## src/rtl/fir_decim_out.sv

```systemverilog
// Accumulate-and-dump decimator with rounding, arithmetic scaling and saturation.
// Results are queued in a show-ahead FIFO that the consumer drains with a valid/ready handshake.
module fir_decim_out #(
  parameter int IN_W       = 16,
  parameter int OUT_W      = 8,
  parameter int DECIM      = 4,
  parameter int SHIFT      = 2,
  parameter int FIFO_DEPTH = 4
) (
  input  logic                   clock,
  input  logic                   reset_n,
  input  logic                   i_valid,
  input  logic signed [IN_W-1:0] i_sample,
  output logic                   o_valid,
  output logic [OUT_W-1:0]       o_data,
  input  logic                   i_ready,
  output logic                   o_sat,
  output logic                   o_ovf,
  input  logic                   i_clr_ovf
);
  localparam int ACC_W = IN_W + $clog2(DECIM) + 1;
  localparam int RW    = ACC_W + 1;  // one spare bit so adding the rounding constant cannot wrap
  localparam int CW    = (DECIM > 1) ? $clog2(DECIM) : 1;
  localparam int AW    = (FIFO_DEPTH > 1) ? $clog2(FIFO_DEPTH) : 1;

  localparam logic signed [RW-1:0] RND  = (RW'(1) << SHIFT) >> 1;
  localparam logic signed [RW-1:0] SMAX = (RW'(1) << (OUT_W - 1)) - RW'(1);
  localparam logic signed [RW-1:0] SMIN = ~SMAX;

  logic signed [ACC_W-1:0] acc;
  logic [CW-1:0]           cnt;
  logic signed [RW-1:0]    sum, r;
  logic                    dump, clip;
  logic [OUT_W-1:0]        res;

  logic [OUT_W-1:0] mem [FIFO_DEPTH];
  logic [AW-1:0]    wp, rp;
  logic [AW:0]      level;
  logic             full, push, pop;

  always_comb begin
    dump = i_valid && (cnt == CW'(DECIM - 1));
    sum  = {{(RW-ACC_W){acc[ACC_W-1]}}, acc} + {{(RW-IN_W){i_sample[IN_W-1]}}, i_sample};
    r    = (sum + RND) >>> SHIFT;
    clip = 1'b0;
    res  = r[OUT_W-1:0];
    if (r > SMAX) begin
      clip = 1'b1;
      res  = SMAX[OUT_W-1:0];
    end else if (r < SMIN) begin
      clip = 1'b1;
      res  = SMIN[OUT_W-1:0];
    end
  end

  always_ff @(posedge clock or negedge reset_n) begin
    if (!reset_n) begin
      acc <= '0;
      cnt <= '0;
    end else if (dump) begin
      acc <= '0;
      cnt <= '0;
    end else if (i_valid) begin
      acc <= acc + {{(ACC_W-IN_W){i_sample[IN_W-1]}}, i_sample};
      cnt <= cnt + CW'(1);
    end
  end

  // A push into a full FIFO still succeeds when the head is popped on the same edge.
  always_comb begin
    full    = (level == (AW+1)'(FIFO_DEPTH));
    o_valid = (level != '0);
    o_data  = o_valid ? mem[rp] : '0;
    pop     = o_valid && i_ready;
    push    = dump && (!full || pop);
  end

  always_ff @(posedge clock or negedge reset_n) begin
    if (!reset_n) begin
      for (int i = 0; i < FIFO_DEPTH; i++) mem[i] <= '0;
      wp    <= '0;
      rp    <= '0;
      level <= '0;
    end else begin
      if (push) begin
        mem[wp] <= res;
        wp      <= (wp == AW'(FIFO_DEPTH - 1)) ? '0 : wp + AW'(1);
      end
      if (pop) rp <= (rp == AW'(FIFO_DEPTH - 1)) ? '0 : rp + AW'(1);
      case ({push, pop})
        2'b10:   level <= level + (AW+1)'(1);
        2'b01:   level <= level - (AW+1)'(1);
        default: level <= level;
      endcase
    end
  end

  always_ff @(posedge clock or negedge reset_n) begin
    if (!reset_n) begin
      o_sat <= 1'b0;
      o_ovf <= 1'b0;
    end else begin
      o_sat <= dump && clip;
      if (dump && !push)  o_ovf <= 1'b1;
      else if (i_clr_ovf) o_ovf <= 1'b0;
    end
  end

endmodule

```

## config.mk

```make
export PLATFORM = sky130hd
export DESIGN_NAME = fir_decim_out
export DESIGN_NICKNAME = d
export VERILOG_FILES = /design/src/rtl/fir_decim_out.sv
export SDC_FILE = /design/constraint.sdc
export NUM_CORES = 1
export LEC_CHECK = 0
export CAP_MARGIN = 20
export CORE_UTILIZATION = 40
export DETAILED_ROUTE_END_ITERATION = 6
export SYNTH_ARGS = -nofsm -noshare
export SYNTH_HDL_FRONTEND = slang
export SYNTH_SLANG_ARGS = --single-unit
```

## constraint.sdc

```tcl
create_clock -name clock -period 5.81 [get_ports clock]
set_input_delay 0.8715 -clock clock [delete_from_list [all_inputs] [get_ports clock]]
set_output_delay 0.8715 -clock clock [all_outputs]
set_load 0.02 [all_outputs]
```

==> results of run 1 <==
[kinds of logic after synthesis]
group,synth area share
compound gates,0.185
mux,0.0649
flops,0.301
buf+inv,0.0527
fa+ha+maj,0.165
simple gates,0.157
xor+xnor,0.0746
[routing by layer]
layer | GRT usage | routed length [um]
met3 | 0.0507 | 383
met1 | 0.233 | 5240
met2 | 0.305 | 5460
met5 | 0 | 0
met4 | 0.0623 | 229
[layout by cell type, fill, tap and decap left out, types with 6 or more instances in the layout]
master / instances
nand2_1: 25
mux4_2: 8
dfrtp_1: 62
mux2_2: 11
fa_1: 15
nor2_1: 31
xor2_1: 19
o2bb2ai_1: 6
nor3_1: 9
clkbuf_16: 9
a21o_1: 6
ha_1: 43
a31oi_1: 6
o22ai_1: 8
inv_1: 48
a21oi_2: 6
nor2b_1: 8
xnor2_1: 18
and2_1: 19
nand2b_1: 10
o21ai_0: 21
clkdlybuf4s50_1: 30
a311oi_1: 9
a21oi_1: 22
[registers in the layout, summed over array words and instances (netlist names)]
register and cells:
o_ovf 1, o_sat 1, rp 2, acc 19, mem 32, cnt 2
wp 2, level 3
[where the power goes]
part	leakage, uW	internal, uW	switching (uW)	total (uW)
combinational	0.00165	1030	1250	2270
sequential	0.000769	631	157	788
clock	0.000166	427	195	622
total	0.00259	2080	1600	3680
[synthesized netlist by cell type (all sizes together), types with 5 or more instances]
cell type / instances / area [um2]
a221o: 5 / 50.1
a21o: 7 / 53.8
o22ai: 8 / 50.1
and3: 6 / 38.8
mux2: 11 / 124
o21a: 5 / 38.8
nand3: 5 / 25.0
fa: 15 / 300
nor2b: 8 / 50.1
a311oi: 9 / 78.8
nor3: 11 / 65.1
o21bai: 6 / 56.3
dfrtp: 62 / 1550
xnor2: 21 / 218
nor2: 31 / 116
nand2b: 10 / 62.6
mux4: 8 / 180
and2: 21 / 136
xor2: 19 / 166
o21ai: 26 / 141
ha: 43 / 538
nand2: 25 / 93.8
a21oi: 29 / 179
buf: 8 / 53.8
o2bb2ai: 6 / 52.6
a31oi: 6 / 37.5
clkbuf: 10 / 37.5
inv: 48 / 180
[cell type report]
cell class | count | area (um2)
Tap cell | 172 | 215
Multi-Input combinational cell | 393 | 3330
Sequential cell | 62 | 1550
Fill cell | 1182 | 6630
Inverter | 48 | 180
Clock buffer | 11 | 243
Clock inverter | 4 | 95.1
Timing Repair Buffer | 34 | 328
[final timing paths]
kind	endpoint
hold / removal	mem[15]$_DFFE_PN0P_
hold reg to reg	mem[15]$_DFFE_PN0P_
max in group asynchronous	acc[7]$_DFFE_PN0P_
setup / recovery	mem[21]$_DFFE_PN0P_
min in group asynchronous	level[0]$_DFFE_PN0P_
setup reg to reg	mem[21]$_DFFE_PN0P_
[critical path, delay by kind of cell]
family | cells | cell delay [ns]
AOI/OAI and AO/OA | 7 | 1.68
muxes | 1 | 0.29
and+or+nand+nor | 2 | 0.79
buffers and inverters | 2 | 0.53
adders and majority gates | 2 | 0.75
[per-stage QoR]
step,instances,hold slack (ns),total power (uW),setup WS [ns],area (um2)
floorplan,521,0.444,2540,1.78,5150
global placement,709,0.460,3010,0.902,5600
detailed placement,709,0.473,3060,0.775,5600
CTS,724,0.484,3710,1.14,5940
global route,724,0.502,3990,0.883,5940
finish,724,0.481,3680,1.11,5940
==> results.md, run 1 <==
- Status: completed
- I/O Buffers: 31
- Hold path cells: 1
- Synth cell types: 76
- Hold Path Class: register to register
- Crit share post-route: 0.808
- VDD IR max: 0.247 mV
- CTS H-tree depth: 3
- Leak: 0.00259 uW
- DR vias/cell: 5.37
- First-pass GRT wire length: 18800 um
- CP Cell Sequence: clkdlybuf4s50_1, ha_1, inv_1, fa_1, nand3b_1, a211oi_2, a21oi_1, a21oi_4, a2111o_1, o311ai_0, or4b_4, o21ai_4, o211ai_2, mux2_2
- DP HPWL: 8540 um
- Layout Utilization: 0.473
- CTS Buffer Depth: 2
- GRT overflow: 0
- Die Height: 115 um
- R2R Setup Slk: 1.74 ns
- Die Area: 13300 um2
- Register clock-pin slew on the reported worst setup and hold paths: 0.05 ns
- Synth async-reset ratio: 1.00
- Fin crit period: 4.70 ns
- Detail Route Antenna Nets: 0
- Synthesis-to-finish area growth: 15.3%
- Core area: 12600 um2
- Core Rows: 41
- RSZ-0062 raised after global routing: no
- Detailed Route WL: 11300 um
- Cell Area, Synth: 5150 um2
- Worst-margin pin slew: 0.828 ns
- Fin. max-slew vios: 0
- Layout cells sized above 1: 0.120
- Final Hold Vio Count: 0
- DRC errors left: 0
- Clock skew: 0.00567 ns
- CTS tree: yes
- Top FF cell, synth: dfrtp_1
- Syn Inst Count: 521
- DIE WIDTH: 115 um
- Vias: 3888
- Initial core utilization: 0.410
- Largest net degree at the start of global routing: 63
- Syn_nets: 600
- Reg-to-Reg Start: acc[6]$_DFFE_PN0P_
- Cts hold-fix bufs: 0
- Post-CTS Setup Repair Bufs: 0
- DR pass1 iterations: 4
- Max-cap viol count: 0
- CTS Sinks: 62
- Layout Nets: 627
- Power Density: 620 nW/um2
- Sequential fraction of the synthesis area: 0.301
- Arr. time, crit path: 4.92 ns
- Worst r2r path cells: 13
- Root Buffer: clkbuf_16
- CTS Buf Count: 9
- Number of synthesized register bits: 62
- Number of global-route vias before repair: 3860
- Min-delay src: mem[15]$_DFFE_PN0P_
- Clock Latency Late Sink: 0.34 ns
- Slew headroom: 0.448
- Start point of the critical path: i_sample[6]
- Worst EP required: 6.03 ns
- DR WL/cell: 15.6 um
- DR iter-0 viols: 166
- Tot GR Track Use: 0.185
- Initial antenna violation count: 0
- Setup violations, final: 0
- Syn avg cell area: 9.89 um2
- Worst setup SP type: input port
- WS Path Type: input port to register
- # resized after CTS: 0
- Slowest cell on crit path: fa_1
- Ports: 32
- Post-synth EDFFs: 0
- Number of synthesis warnings: 0
- CP max FO: 13
- Max Fclk: 0.213 GHz
- Crit path capture type: register
- Setup TNS: 0 ns
- Slowest stage delay, CP: 0.55 ns
- GP Congestion: 0.860
- Ant. Diodes: 0
Note: power is estimated with default switching activity, not from simulation.
==> run 2, diff against run 1 <==
clock period = 4.81 ns   (was 5.81 ns; I/O delays follow)
==> run 2 against run 1 <==
Flip-flop and latch count stayed put. Sequential share of layout area is 0.13 points lower. Non-clock buffer count is 7 higher. Cell count is 0.97% higher. Worst hold slack worse by 0.20 ns. Core utilization is 0.24 points higher. Via count is 0.13% higher. Power is 21% higher. Largest cell class unchanged. Highest routed layer unchanged.
==> results.md, run 2 (synthesis results as in run 1) <==
- Largest net degree at the start of global routing: 50 (was 63)
- Net Switching: 1950 uW (was 1600 uW)
- CTS H-tree depth: 3 (unchanged)
- Max-cap viol count: 0 (unchanged)
- GP Congestion: 0.855 (was 0.860)
- Area of the multi-input gates: 3330 um2 (unchanged)
- Register clock-pin slew on the reported worst setup and hold paths: 0.05 ns (about the same)
- Cts hold-fix bufs: 0 (unchanged)
- CTS Sinks: 62 (unchanged)
- Final Hold Vio Count: 0 (unchanged)
- Worst-margin pin slew: 0.747 ns (was 0.828 ns)
- DIE WIDTH: 115 um (unchanged)
- Layout Utilization: 0.475 (was 0.473)
- I/O Buffers: 31 (unchanged)
- Number of global-route vias before repair: 3993 (was 3860)
- Setup TNS: 0 ns (unchanged)
- Hold Path Class: input port to async pin (was register to register)
- Sequential share of power: 0.214 (about the same)
- Max reg flops: 32 (unchanged)
- Ant. Diodes: 0 (unchanged)
- Slew headroom: 0.496 (was 0.448)
- # resized after CTS: 0 (unchanged)
- Detail Route Antenna Nets: 0 (unchanged)
- RSZ-0062 raised after global routing: no (unchanged)
- Layout cells sized above 1: 0.129 (was 0.120)
- Initial antenna violation count: 0 (unchanged)
- Synthesis-to-finish area growth: 15.9% (was 15.3%)
- Max Fclk: 0.231 GHz
- Status: completed (unchanged)
- CP Cell Sequence: clkdlybuf4s50_1, ha_1, inv_1, fa_1, buf_4, nor2b_1, o21ai_0, nand4_1, o41ai_1, nor4bb_1, a2111oi_2, or4b_4, o21ai_4, buf_4, and2_4, a21oi_2 (was clkdlybuf4s50_1, ha_1, inv_1, fa_1, nand3b_1, a211oi_2, a21oi_1, a21oi_4, a2111o_1, o311ai_0, or4b_4, o21ai_4, o211ai_2, mux2_2)
- DR pass1 iterations: 5 (was 4)
- DRC errors left: 0 (unchanged)
- Worst EP required: 5.04 ns (was 6.03 ns)
- VDD IR max: 0.372 mV (was 0.247 mV)
- DP HPWL: 8870 um (was 8540 um)
- Finished Layout Cells: 731 (was 724)
- Clock Power Share: 0.157 (was 0.169)
- Most common cell after layout, fill and taps aside: dfrtp_1 (unchanged)
- CP max FO: 10 (was 13)
- Pre-CTS setup slack: 0.157 ns (was 0.775 ns)
- Largest Register: mem (unchanged)
- WS Path Type: input port to register (unchanged)
- Initial core utilization: 0.410 (unchanged)
- Setup violations, final: 0 (unchanged)
- Crit share post-route: 0.900
- CTS Buf Count: 9 (unchanged)
- Fillers: 1219 (was 1182)
- Clock Latency Late Sink: 0.34 ns (about the same)
- Die Area: 13300 um2 (unchanged)
- Most frequent cells in the layout: 62 x dfrtp_1, 48 x inv_1, 43 x ha_1 (unchanged)
- CTS Buffer Depth: 2 (unchanged)
- Leak: 0.00261 uW (was 0.00259 uW)
- Gate power share: 0.629 (was 0.617)
- Tot GR Track Use: 0.194 (was 0.185)
- Root Buffer: clkbuf_16 (unchanged)
- Crit-path leading delay family: simple AND/OR/NAND/NOR gates (was compound AO/OA/AOI/OAI gates)
- Cell Int Power: 2510 uW (was 2080 uW)
- Hold Slack: 0.279 ns (was 0.481 ns)
- Ports: 32 (unchanged)
- Placed Instances: 716 (was 709)
- Fin. max-slew vios: 0 (unchanged)
- Layout Nets: 634 (was 627)
- Post-CTS Setup Repair Bufs: 0 (unchanged)
- Biggest regs: mem x32, acc x19, level x3 (unchanged)
- CTS tree: yes (unchanged)
- Core area: 12600 um2 (unchanged)
- Net Sw Frac: 0.438 (was 0.434)
- Worst setup SP type: input port (unchanged)
- Power Density: 747 nW/um2 (was 620 nW/um2)
- Slowest stage delay, CP: 0.53 ns (was 0.55 ns)
- Worst path bufs/invs: 4 (was 2)
- DR WL/cell: 15.8 um (was 15.6 um)
- GRT overflow: 0 (unchanged)
- FF+latch area: 1550 um2 (unchanged)
- Die Height: 115 um (unchanged)
- Slowest cell on crit path: or4b_4 (was fa_1)
- Fin crit period: 4.33 ns
- Vias: 3893 (was 3888)
- Final worst slack: 0.481 ns (was 1.11 ns)
- Core Rows: 41 (unchanged)
- Most frequent CP cell: buf_4
- DR iter-0 viols: 167 (was 166)
- First-pass GRT wire length: 19800 um (was 18800 um)
- Detailed Route WL: 11600 um (was 11300 um)
- Arr. time, crit path: 4.56 ns (was 4.92 ns)
- Crit path capture type: register (unchanged)
- DR vias/cell: 5.33 (was 5.37)
- Clock skew: 0.00364 ns (was 0.00567 ns)
## run 2: cell types whose count changed in the layout (fill, tap and decap cells not counted)
cell       previous run  this run
clkinv_2              1         0
buf_4                 3        10
clkbuf_1              1         2
clkinv_4              0         1
bufinv_16             3         2
## run 2: area by class of cell
type / count / share of cell area
clock buffer: 12 / 0.0413
clock inverter: 3 / 0.0115
multi-input combinational: 393 / 0.557
timing repair buffer: 41 / 0.0637
sequential: 62 / 0.260
inverter: 48 / 0.0302
tap: 172 / 0.0360
## run 2: per-layer routing
metal	up-vias	share of wire	global-route usage
li1	1924	-	-
met1	1888	0.45	0.240
met2	69	0.49	0.330
met3	12	0.041	0.0528
met4	0	0.019	0.0589
met5	-	0	0
## run 2: power by group through the flow
| stage | clock network [uW] | registers, uW | logic, uW |
|---|---|---|---|
| after floorplan | 0 | 879 | 2190 |
| after global placement | 0 | 951 | 2740 |
| after detailed placement | 0 | 963 | 2810 |
| after CTS | 723 | 957 | 2820 |
| after global routing | 748 | 991 | 3120 |
| final | 701 | 953 | 2800 |
## run 2: through the flow
stage	total power, uW	cell area (um2)
3_5_place_dp	3770	5660
4_1_cts	4500	5970
6_report	4460	5970
2_1_floorplan	3070	5150
5_1_grt	4860	5970
3_3_place_gp	3690	5660
## run 2: path summary, 6_finish.rpt
check | from | end | slack, ns | cells after the start
worst max-delay path | i_sample[9] | mem[22]$_DFFE_PN0P_ | 0.48 | 16
worst min-delay path | reset_n | rp[1]$_DFFE_PN0P_ | 0.28 | 1
worst max register to register | acc[9]$_DFFE_PN0P_ | mem[22]$_DFFE_PN0P_ | 0.95 | 15
worst min register to register | cnt[0]$_DFFE_PN0P_ | cnt[0]$_DFFE_PN0P_ | 0.48 | 1
max in group asynchronous | reset_n | acc[0]$_DFFE_PN0P_ | 3.57 | 2
min in group clock | cnt[0]$_DFFE_PN0P_ | cnt[0]$_DFFE_PN0P_ | 0.48 | 1
